$ cat src/rtl/calc_pkg.sv
// calc_pkg: shared types for the stack calculator.
//   op_e    : 3-bit command opcode
//   state_e : controller FSM state
package calc_pkg;

  typedef enum logic [2:0] {
    OP_PUSH  = 3'd0,
    OP_POP   = 3'd1,
    OP_ADD   = 3'd2,
    OP_SUB   = 3'd3,
    OP_DUP   = 3'd4,
    OP_SWAP  = 3'd5,
    OP_CLEAR = 3'd6,
    OP_MUL   = 3'd7
  } op_e;

  typedef enum logic {
    ST_IDLE = 1'b0,
    ST_EXEC = 1'b1
  } state_e;

endpackage

$ cat src/rtl/lifo_mem.sv
// lifo_mem: DEPTH x WIDTH stack storage.
//   Asynchronous read of TOS (entry depth-1) and NOS (entry depth-2); a read
//   of a non-existent entry returns 0, so an empty stack shows top 0 no
//   matter what the (unreset) array holds.
//   One write port (i_we/i_waddr/i_wdata). i_swap is a dedicated strobe that
//   exchanges TOS and NOS in one edge; it takes priority over i_we.
// Ports:
//   clk      : clock, writes on rising edge
//   i_depth  : current entry count, selects TOS/NOS
//   i_we     : write enable
//   i_waddr  : write address
//   i_wdata  : write data
//   i_swap   : exchange TOS and NOS
//   o_tos    : top of stack (0 when depth < 1)
//   o_nos    : next on stack (0 when depth < 2)
module lifo_mem #(
  parameter int WIDTH = 5,
  parameter int DEPTH = 8,
  parameter int CW    = $clog2(DEPTH + 1),
  parameter int AW    = $clog2(DEPTH)
) (
  input  logic             clk,
  input  logic [CW-1:0]    i_depth,
  input  logic             i_we,
  input  logic [AW-1:0]    i_waddr,
  input  logic [WIDTH-1:0] i_wdata,
  input  logic             i_swap,
  output logic [WIDTH-1:0] o_tos,
  output logic [WIDTH-1:0] o_nos
);

  logic [WIDTH-1:0] r_mem [DEPTH];
  logic [AW-1:0]    w_tos_idx;
  logic [AW-1:0]    w_nos_idx;

  assign w_tos_idx = AW'(i_depth - CW'(1));
  assign w_nos_idx = AW'(i_depth - CW'(2));

  always_comb begin
    o_tos = '0;
    o_nos = '0;
    if (i_depth >= CW'(1)) o_tos = r_mem[w_tos_idx];
    if (i_depth >= CW'(2)) o_nos = r_mem[w_nos_idx];
  end

  // Contents are deliberately not reset; they are masked while depth is 0.
  always_ff @(posedge clk) begin
    if (i_swap) begin
      r_mem[w_tos_idx] <= o_nos;
      r_mem[w_nos_idx] <= o_tos;
    end else if (i_we) begin
      r_mem[i_waddr] <= i_wdata;
    end
  end

endmodule

$ cat src/rtl/stack_calculator.sv
// stack_calculator: command-driven integer stack calculator.
//   A command is accepted in IDLE (cmd_valid & cmd_ready), latched, and
//   executed on the following (EXEC) clock edge; results are visible the
//   cycle after EXEC. One command per two cycles, no queueing.
//   Illegal commands set the sticky err flag and leave stack/depth/carry
//   untouched; CLEAR empties the stack and clears err and carry.
// Build option:
//   STACK_CALCULATOR_MUL_EN : when defined, opcode 7 is MUL; otherwise opcode
//                             7 is illegal and no multiplier is built.
// Ports:
//   clk       : clock
//   rst_n     : asynchronous active-low reset
//   cmd_valid : command offered
//   cmd_op    : opcode (calc_pkg::op_e)
//   cmd_data  : PUSH operand
//   cmd_ready : high in IDLE, command accepted when cmd_valid & cmd_ready
//   top       : top-of-stack value, 0 when empty
//   depth     : current entry count
//   carry     : carry / borrow / high-product flag of last arithmetic op
//   err       : sticky error flag
//   idle      : high in IDLE
//
// state   | meaning
// --------+------------------------------------------------------
// ST_IDLE | waiting for a command, cmd_ready high
// ST_EXEC | latched command commits to stack/flags on next edge
module stack_calculator
  import calc_pkg::*;
#(
  parameter  int WIDTH = 5,
  parameter  int DEPTH = 8,
  localparam int CW    = $clog2(DEPTH + 1)
) (
  input  logic             clk,
  input  logic             rst_n,
  input  logic             cmd_valid,
  input  logic [2:0]       cmd_op,
  input  logic [WIDTH-1:0] cmd_data,
  output logic             cmd_ready,
  output logic [WIDTH-1:0] top,
  output logic [CW-1:0]    depth,
  output logic             carry,
  output logic             err,
  output logic             idle
);

  localparam int AW = $clog2(DEPTH);

  state_e           r_state;
  state_e           w_state_nxt;
  op_e              r_op;
  logic [WIDTH-1:0] r_data;
  logic [CW-1:0]    r_depth;
  logic [CW-1:0]    w_depth_nxt;
  logic             r_carry;
  logic             w_carry_nxt;
  logic             r_err;
  logic             w_err_nxt;
  logic             w_accept;
  logic             w_we;
  logic             w_swap;
  logic [AW-1:0]    w_waddr;
  logic [WIDTH-1:0] w_wdata;
  logic [WIDTH-1:0] w_tos;
  logic [WIDTH-1:0] w_nos;
  logic [WIDTH:0]   w_sum;
  logic [WIDTH:0]   w_diff;
  logic             w_full;
  logic             w_ge1;
  logic             w_ge2;

  lifo_mem #(
    .WIDTH (WIDTH),
    .DEPTH (DEPTH),
    .CW    (CW),
    .AW    (AW)
  ) u_mem (
    .clk     (clk),
    .i_depth (r_depth),
    .i_we    (w_we),
    .i_waddr (w_waddr),
    .i_wdata (w_wdata),
    .i_swap  (w_swap),
    .o_tos   (w_tos),
    .o_nos   (w_nos)
  );

  assign w_accept = cmd_valid && (r_state == ST_IDLE);
  assign w_full   = (r_depth == CW'(DEPTH));
  assign w_ge1    = (r_depth != '0);
  assign w_ge2    = (r_depth >= CW'(2));

  // Extra MSB captures ADD carry-out and, for SUB, the borrow (NOS < TOS).
  assign w_sum  = {1'b0, w_nos} + {1'b0, w_tos};
  assign w_diff = {1'b0, w_nos} - {1'b0, w_tos};

`ifdef STACK_CALCULATOR_MUL_EN
  logic [2*WIDTH-1:0] w_prod;
  assign w_prod = (2*WIDTH)'(w_nos) * (2*WIDTH)'(w_tos);
`endif

  always_ff @(posedge clk or negedge rst_n) begin
    if (!rst_n) r_state <= ST_IDLE;
    else        r_state <= w_state_nxt;
  end

  always_comb begin
    w_state_nxt = r_state;
    case (r_state)
      ST_IDLE: if (w_accept) w_state_nxt = ST_EXEC;
      ST_EXEC: w_state_nxt = ST_IDLE;
      default: w_state_nxt = ST_IDLE;
    endcase
  end

  always_ff @(posedge clk or negedge rst_n) begin
    if (!rst_n) begin
      r_op   <= OP_PUSH;
      r_data <= '0;
    end else if (w_accept) begin
      r_op   <= op_e'(cmd_op);
      r_data <= cmd_data;
    end
  end

  // Execution: only acts in EXEC, so a reset that drops the FSM to IDLE
  // also cancels the write of an in-flight command.
  always_comb begin
    w_depth_nxt = r_depth;
    w_carry_nxt = r_carry;
    w_err_nxt   = r_err;
    w_we        = 1'b0;
    w_swap      = 1'b0;
    w_waddr     = AW'(r_depth);
    w_wdata     = r_data;
    if (r_state == ST_EXEC) begin
      case (r_op)
        OP_PUSH: begin
          if (w_full) w_err_nxt = 1'b1;
          else begin
            w_we        = 1'b1;
            w_depth_nxt = r_depth + CW'(1);
          end
        end
        OP_POP: begin
          if (!w_ge1) w_err_nxt = 1'b1;
          else        w_depth_nxt = r_depth - CW'(1);
        end
        OP_ADD: begin
          if (!w_ge2) w_err_nxt = 1'b1;
          else begin
            w_we        = 1'b1;
            w_waddr     = AW'(r_depth - CW'(2));
            w_wdata     = w_sum[WIDTH-1:0];
            w_carry_nxt = w_sum[WIDTH];
            w_depth_nxt = r_depth - CW'(1);
          end
        end
        OP_SUB: begin
          if (!w_ge2) w_err_nxt = 1'b1;
          else begin
            w_we        = 1'b1;
            w_waddr     = AW'(r_depth - CW'(2));
            w_wdata     = w_diff[WIDTH-1:0];
            w_carry_nxt = w_diff[WIDTH];
            w_depth_nxt = r_depth - CW'(1);
          end
        end
`ifdef STACK_CALCULATOR_MUL_EN
        OP_MUL: begin
          if (!w_ge2) w_err_nxt = 1'b1;
          else begin
            w_we        = 1'b1;
            w_waddr     = AW'(r_depth - CW'(2));
            w_wdata     = w_prod[WIDTH-1:0];
            w_carry_nxt = |w_prod[2*WIDTH-1:WIDTH];
            w_depth_nxt = r_depth - CW'(1);
          end
        end
`endif
        OP_DUP: begin
          // w_tos reads 0 on an empty stack, so DUP of empty pushes 0.
          if (w_full) w_err_nxt = 1'b1;
          else begin
            w_we        = 1'b1;
            w_wdata     = w_tos;
            w_depth_nxt = r_depth + CW'(1);
          end
        end
        OP_SWAP: begin
          if (!w_ge2) w_err_nxt = 1'b1;
          else        w_swap    = 1'b1;
        end
        OP_CLEAR: begin
          w_depth_nxt = '0;
          w_carry_nxt = 1'b0;
          w_err_nxt   = 1'b0;
        end
        // Reached by opcode 7 when the multiplier is not built.
        default: w_err_nxt = 1'b1;
      endcase
    end
  end

  always_ff @(posedge clk or negedge rst_n) begin
    if (!rst_n) begin
      r_depth <= '0;
      r_carry <= 1'b0;
      r_err   <= 1'b0;
    end else begin
      r_depth <= w_depth_nxt;
      r_carry <= w_carry_nxt;
      r_err   <= w_err_nxt;
    end
  end

  assign cmd_ready = (r_state == ST_IDLE);
  assign idle      = (r_state == ST_IDLE);
  assign top       = w_tos;
  assign depth     = r_depth;
  assign carry     = r_carry;
  assign err       = r_err;

endmodule

$ cat config.mk
export PLATFORM = sky130hd
export DESIGN_NAME = stack_calculator
export DESIGN_NICKNAME = d
export VERILOG_FILES = /design/src/rtl/calc_pkg.sv /design/src/rtl/lifo_mem.sv /design/src/rtl/stack_calculator.sv
export SDC_FILE = /design/constraint.sdc
export NUM_CORES = 1
export LEC_CHECK = 0
export CORE_MARGIN = 5
export CORE_UTILIZATION = 49
export DETAILED_ROUTE_END_ITERATION = 12
export GPL_TIMING_DRIVEN = 1
export PLACE_DENSITY = 0.68
export SYNTH_ARGS = -nofsm -noshare
export SYNTH_HDL_FRONTEND = slang
export SYNTH_SLANG_ARGS = --single-unit
export TNS_END_PERCENT = 5
$ cat constraint.sdc
create_clock -name clk -period 6.4 [get_ports clk]
set_input_delay 1.28 -clock clk [delete_from_list [all_inputs] [get_ports clk]]
set_output_delay 1.28 -clock clk [all_outputs]
set_load 0.01 [all_outputs]
### Word-level counts from Yosys, hierarchy flattened

Memory sizes are Yosys's and may differ from the RTL's.
Index checks and enable logic that the tools add are counted.

| operators by class | value |
|---|---|
| $add $sub $neg | 5 |
| $lt $le $gt $ge | 2 |
| equal/unequal tests | 15 |
| multiplexer cells | 37 |
| bitwise gates (word level) | 1 |
| reduce and logical (&&, ||, !) cells | 12 |

Operators by type and width:

| cell | number |
|---|---|
| 5-bit 2-to-1 mux | 7 |
| 1-bit 2-to-1 mux | 17 |
| 4-bit case mux with 4 select lines | 1 |
| 5-bit case mux with 3 select lines | 1 |
| 3-bit 2-to-1 mux | 4 |
| 4-bit 2-to-1 mux | 3 |
| 2-bit inequality test, second input constant | 6 |
| 3-bit == test, second input constant | 3 |
| 4-bit AND reduction | 2 |
| 4-bit nonzero test | 2 |
| 5-bit by 5-bit adder with 6-bit output | 1 |
| 3-bit by 2-bit == test with 1-bit output, second input constant | 2 |
| 5-bit by 5-bit subtractor with 6-bit output | 1 |
| 5-bit AND reduction | 1 |
| 5-bit OR reduction | 1 |
| 4-bit by 1-bit adder with 4-bit output, second input constant | 1 |
| 4-bit == test, second input constant | 1 |
| 4-bit by 1-bit greater-or-equal comparator with 1-bit output, second input constant | 1 |
| 4-bit by 2-bit greater-or-equal comparator with 1-bit output, second input constant | 1 |
| 2-bit by 1-bit inequality test with 1-bit output, second input constant | 2 |
| 1-bit case mux with 2 select lines | 2 |
| 1-bit case mux with 4 select lines | 1 |
| 2-bit OR reduction | 2 |
| 4-bit by 1-bit subtractor with 4-bit output, second input constant | 1 |
| 8 further kinds | 8 |

| storage, ports and cells | value |
|---|---|
| register bits after elaboration | 15 |
| memory bits (writable) | 40 |
| input bits | 11 |
| output and inout port bits | 13 |
| word-level logic and storage cells | 79 |
| memories kept | 1 |

Memory list:

| memory | words | bits a word | rd ports | clocked after Yosys merged registers in | wr ports | line | RTL |
|---|---|---|---|---|---|---|---|
| u_mem.r_mem | 8 | 5 | 2 | 0 | 2 | lifo_mem.sv:32 | `logic [WIDTH-1:0] r_mem [DEPTH];` |

### Longest topological paths before layout

Gate-level depths: netlist (run 1).

| logic depth | value |
|---|---|
| depth in word-level cells | 9 |
| mapped depth | 19 |
| mapped depth without buffers | 15 |

### Modules after synthesis

Synthesis (run 1) repeated with hierarchy kept, for this count alone.

| second synthesis, totals | value |
|---|---|
| cell total of the unflattened synthesis | 490 |
| area, all modules | 4877.2 um^2 |

Modules (own cells, without submodules):

| module | instances | cells an instance | area each (um^2) | seq. area each (um^2) |
|---|---|---|---|---|
| lifo_mem | 1 | 329 | 3465.8 | 1201.2 |
| stack_calculator | 1 | 161 | 1411.4 | 375.4 |

### Worst setup path after synthesis (run 1)

OpenSTA, ideal clock, no wires.

| path | value |
|---|---|
| path type | flip-flop to flip-flop |
| from | reg r_depth[1], in the netlist depth[1] |
| to | mem u_mem.r_mem[0][2] (data pin) |
| library setup time | 268 ps |
| data arrival time | 4208 ps |
| data required time | 6132 ps |
| slack | 1923 ps |
| stages on the path, launching flop included | 20 |
| buffers on the path | 4 |
| period minus slack after synthesis | 4477 ps |
| cells stage by stage | dfrtp_1 buf_2 buf_2 inv_1 ha_1 clkbuf_2 buf_2 mux2i_1 mux2i_1 a221oi_1 o21bai_1 inv_1 ha_1 fa_1 mux2i_1 xnor2_1 o2bb2ai_1 o31a_1 a21oi_4 a21oi_1 |

RTL lines:

| item | line | RTL |
|---|---|---|
| from (decl) | stack_calculator.sv:53 | `logic [CW-1:0] r_depth;` |
| from (signal assigned) | stack_calculator.sv:211 | `r_depth <= w_depth_nxt;` |
| to (decl) | lifo_mem.sv:32 |  |

### Worst setup path in the final report (run 1)

| path | value |
|---|---|
| from | reg r_depth[1], in the netlist depth[1] |
| to | out top[1] |

| on the way | value |
|---|---|
| longest elaborated chain between the ends | 3 |
| elaborated cells on any way between the ends | 4 |
| those cells by class | add/sub: 1; order compare: 1; mux: 1; memory: 1 |

RTL lines:

| item | line | RTL |
|---|---|---|
| 4-bit by 1-bit subtractor with 4-bit output | -- |  |
| memory read 8 x 5 bit | -- |  |
| 5-bit 2-to-1 mux (*) | lifo_mem.sv:42 | `if (i_depth >= CW'(1)) o_tos = r_mem[w_tos_idx];` |
| to (decl) | stack_calculator.sv:40 | `output logic [WIDTH-1:0] top,` |

Every way passes the cells marked *; elsewhere a longest branch is shown, timed or not.

==> flow_summary.ini, run 1 <==
[setup_path]
cpPeakStageDelay_ps = 720
start_kind = flip-flop
critPathTopFamily = buffers and inverters
path_class = flip-flop to output pin
cpMostUsedCell = inv_1
crit_arrival_ps = 3990
path_cells = buf_4 -> inv_1 -> ha_1 -> mux4_2 -> mux2_2 -> o21ai_1 -> inv_1 -> clkdlybuf4s50_1
r2r_cells = 16
cp.depth = 8
crit_path_top_delay_cell = ha_1
worstSetupEndpointType = output pin
cp_num_buf_inv = 4
cp_max_fo = 23
cp.required_ps = 5120

[die]
die_area_sq_um = 10500
start_util_pct = 50.6
pin_count = 24
core_sq_um = 8300
placementRows = 33
fp.dieW_um = 103
die_y_um = 103

[layout]
final_common_cell = edfxtp_1
fin_area_sq_um = 4550
area_delta_synth_final_pct = 8.29
drive_gt1_share_pct = 11.4
fin_cells = 510
diodes = 0
layout_common_cells = edfxtp_1 (40), nand2_1 (38), mux2i_1 (32)
nets = 436

[clock_tree]
htreeDepth = 2
ctsResizeCount = 0
cts_hold_repair.buffers = 0
clkLatencyLatePin_ps = 320
clk_pin_slew_ps = 120
numCtsBuffers = 5
cts_root_buffer = clkbuf_8
clock_path_buffers = 2
clock_sinks = 55
cts_tree = yes
post-cts-setup-buffers = 0

[status]
status = finished clean

[sta]
hold_violations = 0
tns_ps = 0
setup_violations = 0
max_freq_mhz = 190
tightest_slew_ps = 1220
period_needed_ps = 5270
grt_setup_unrepaired = false
min_period_over_period_pct = 82.3
finalClockSkew_ps = 9.58
slew_viol_final = 0
setup_ws_ps = 1130
relSlewSlack_pct = 17.8

[drt]
drc = 0
drt_iter0_drc = 276
wl_per_cell_um = 22.2
drt-total-wl_um = 11300
first_pass_iters = 6
routed-via-count = 3356
antenna_left = 0
via_per_inst = 6.58

[grt]
grt_use_total_pct = 22.5
antenna_found_initial = 0
grt_pass1_vias = 3279
overflow = 0
grt_max_degree = 31
grt_pass1_wl_um = 17900

[synthesis]
synth_ff_type = edfxtp_1
syn_inst = 397
ys_ff_latch = 55
synth_cell_types = 70
syn-cell-area_sq_um = 4200
synth_seq_area_share_pct = 37.6
synth-edff-count = 40
synth_warnings = 0
synth.avg_cell_area_sq_um = 10.6
async_flop_share_pct = 27.3
syn_nets = 429

[place]
post_dp_cell_area_sq_um = 4450
place_ws_ps = 1440
portBuffers = 23
dp_hpwl_um = 8260
dp_cells = 502
place_congestion = 0.896

[run]
cap_violations = 0

[min_path]
holdPathStages = 1
min_path_type = flip-flop to flip-flop

[pwr]
power.density_nw_per_um2 = 611
power.total_mw = 2.78
ir_drop_mv = 0.214
p_leak_nw = 1.81
==> synth_stat cells, types with 3 or more instances <==
library cell | n | area, sq um
buf_2 | 12 | 60.1
nor2b_1 | 8 | 50.1
a22o_1 | 3 | 26.3
o22ai_1 | 8 | 50.1
o21a_1 | 3 | 22.5
nor3b_1 | 4 | 30.0
a21oi_1 | 18 | 90.1
o21ai_1 | 4 | 20.0
nor2_1 | 23 | 86.3
clkbuf_1 | 8 | 30.0
o21ai_0 | 19 | 95.1
ha_1 | 19 | 238
and3_1 | 3 | 18.8
nand3_1 | 13 | 65.1
o31ai_1 | 10 | 75.1
mux2_2 | 6 | 67.6
nand2_1 | 38 | 143
a31oi_1 | 4 | 25.0
dfrtp_1 | 15 | 375
inv_1 | 17 | 63.8
edfxtp_1 | 40 | 1200
o211ai_1 | 5 | 37.5
mux4_2 | 16 | 360
o2111ai_1 | 3 | 26.3
a311oi_1 | 3 | 26.3
mux2i_1 | 32 | 320
nand2b_1 | 4 | 25.0
or4_1 | 3 | 22.5
==> state kept, by name, summed over array words and instances, names as in the netlist <==
signal,cells
depth,4
r_data,5
u_mem.r_mem,40
err,1
carry,1
r_op,3
r_state,1
==> power breakdown <==
| group | leakage [nW] | total [mW] | switching [mW] | internal (mW) |
|---|---|---|---|---|
| clock network | 0.0522 | 0.219 | 0.135 | 0.0837 |
| logic | 1.21 | 1.98 | 1.16 | 0.819 |
| registers | 0.545 | 0.581 | 0.0599 | 0.521 |
==> stage by stage <==
stage,hold WS (ps),util (%)
finish,518,54.8
global route,546,54.8
CTS,518,54.8
detailed placement,491,53.6
global placement,481,53.6
floorplan,474,-
==> worst register-to-register path, cell delays in order, from the launching register on <==
cell and delay [ps]:
dfrtp_1 340, buf_4 290, inv_1 200, ha_1 720
mux4_2 430, nor2_1 120, a311oi_1 70, o21bai_1 580
inv_1 220, ha_1 280, fa_1 390, mux2i_1 200
xnor2_1 160, o2bb2ai_1 80, o31a_1 310, a21oi_4 250
a21oi_1 110
==> kinds of logic after synthesis <==
| kind of cell | count (synthesis) | synth area share, % |
|---|---|---|
| buffers and inverters | 43 | 4.77 |
| AOI/OAI and AO/OA | 103 | 17.1 |
| adders and majority gates | 21 | 6.62 |
| DFF | 55 | 37.6 |
| muxes | 56 | 19.1 |
| xor gates and xnor gates | 3 | 0.626 |
| and+or+nand+nor | 116 | 14.3 |
==> final cells by class <==
class | count | area (sq um)
tap | 105 | 131
clock buffer | 5 | 68.8
sequential | 55 | 1580
clock inverter | 3 | 31.3
fill | 754 | 3750
inverter | 17 | 63.8
multi-input combinational | 299 | 2420
timing repair buffer | 26 | 253
==> layer usage <==
layer  GRT usage [%]  part of all wire, %
met3            4.60                  9.3
met5               0                    0
met4            7.06                  2.2
met1            30.7                   41
met2            36.3                   47
==> final timing paths <==
kind | from | end | slack [ps]
setup / recovery | depth[1] | top[1] | 1130
hold / removal | carry | carry | 520
setup reg to reg | depth[1] | u_mem.r_mem[4][2] | 1380
hold reg to reg | carry | carry | 520
max in group asynchronous | rst_n | r_data[4] | 4600
min in group asynchronous | rst_n | depth[2] | 1350
Note: power is estimated with default switching activity, not from simulation.
==> inputs of run 2 (changes only) <==
clock period = 5.1 ns   (was 6.4 ns; I/O delays follow)
==> flow_summary.ini, run 2 (synthesis gave the netlist of run 1 again) <==
[clock_tree]
cts_hold_repair.buffers = 0
clock_path_buffers = 2
post-cts-setup-buffers = 0
clock_sinks = 55
clkLatencyLatePin_ps = 330
htreeDepth = 2
numCtsBuffers = 5
cts_tree = yes
ctsResizeCount = 0
clk_pin_slew_ps = 120
cts_root_buffer = clkbuf_8

[die]
core_sq_um = 8300
die_y_um = 103
die_area_sq_um = 10500
start_util_pct = 50.6
placementRows = 33
pin_count = 24
fp.dieW_um = 103

[pwr]
power.total_mw = 3.55
power.density_nw_per_um2 = 773
ir_drop_mv = 0.237
p_leak_nw = 1.84

[layout]
drive_gt1_share_pct = 12.6
final_common_cell = edfxtp_1
layout_common_cells = edfxtp_1 (40), nand2_1 (38), mux2i_1 (32)
largest_register = u_mem.r_mem
diodes = 0
multi_input_area_sq_um = 2420
fill_cells = 737
largest_reg_flops = 40
regArea_sq_um = 1580
area_delta_synth_final_pct = 9.30
nets = 443
fin_area_sq_um = 4590

[grt]
grt_pass1_wl_um = 18300
overflow = 0
met2_usage_pct = 37.6
grt_pass1_vias = 3313
antenna_found_initial = 0
grt_use_total_pct = 23.0
busiest_layer = met2
met3_usage_pct = 4.40
grt_max_degree = 31
use_met1_pct = 31.1

[sta]
setup_violations = 0
period_needed_ps = 4610
relSlewSlack_pct = 14.5
finalClockSkew_ps = 11.5
slew_viol_final = 0
tightest_slew_ps = 1270
hold_violations = 0
max_freq_mhz = 217
grt_setup_unrepaired = false
tns_ps = 0
min_period_over_period_pct = 90.4

[place]
place_congestion = 0.925
dp_hpwl_um = 8600
post_dp_cell_area_sq_um = 4500
portBuffers = 23

[setup_path]
crit_arrival_ps = 3590
worstSetupEndpointType = output pin
critPathLaunch = depth[0]
start_kind = flip-flop
path_class = flip-flop to output pin
cp.required_ps = 4080
r2r_start = depth[0]
cp_max_fo = 10

[status]
status = finished clean

[drt]
via_per_inst = 6.66
antenna_left = 0
wl_per_cell_um = 22.9
drc = 0
drt_iter0_drc = 341
first_pass_iters = 5
drt-total-wl_um = 11800
routed-via-count = 3442

[run]
cap_violations = 0

[min_path]
min_path_type = flip-flop to flip-flop
worstHoldStart = r_data[4]
run 2: cell types whose count changed in the layout (fill, tap and decap cells not counted), sizes merged:
cell,before,now
buf,3,10
run 2: final cells by class:
type | count | area share, %
inverters | 17 | 1.39
repair buffers | 33 | 6.65
flip-flops and latches | 55 | 34.4
clock inverters | 3 | 0.464
multi-input cells | 299 | 52.8
well taps | 105 | 2.86
clock buffers | 5 | 1.50
run 2: metal layers:
layer / routed length, um / share of wire (%)
met5: 0 / 0
met4: 357 / 3.0
met3: 1010 / 8.5
met2: 5620 / 47
met1: 4860 / 41
run 2: worst max-delay path: stages, from the launching register on:
cell and delay (ps):
dfrtp_1 370, inv_1 120, ha_1 610, mux4_2 570
mux2_2 300, o21ai_1 430, inv_1 300, clkdlybuf4s50_1 570
run 2: final timing paths:
path	to	slack [ps]	cells past startpoint
worst max-delay path	top[1]	490	7
worst min-delay path	r_data[4]	530	1
worst max register to register	u_mem.r_mem[3][2]	530	13
worst min register to register	r_data[4]	530	1
max in group asynchronous	r_data[0]	3580	1
min in group asynchronous	depth[2]	1090	1
run 2: per-stage QoR:
step / utilization (%) / hold WS [ps] / instances / setup slack, ps
3_5_place_dp: 54.2 / 511 / 509 / 613
3_3_place_gp: 54.2 / 484 / 509 / 690
2_1_floorplan: - / 474 / 397 / 623
5_1_grt: 55.3 / 563 / 517 / 202
6_report: 55.3 / 534 / 517 / 490
4_1_cts: 55.3 / 536 / 517 / 536
run 2: power breakdown:
group / internal [mW] / total (mW) / switching, mW
registers: 0.654 / 0.706 / 0.0515
clock network: 0.0994 / 0.266 / 0.166
logic: 1.06 / 2.57 / 1.51
==> inputs of run 3 (changes only) <==
TNS_END_PERCENT = unset   (was 5)
==> results of run 3 <==
The final DEF is identical to that of run 2; final timing and power are the same.
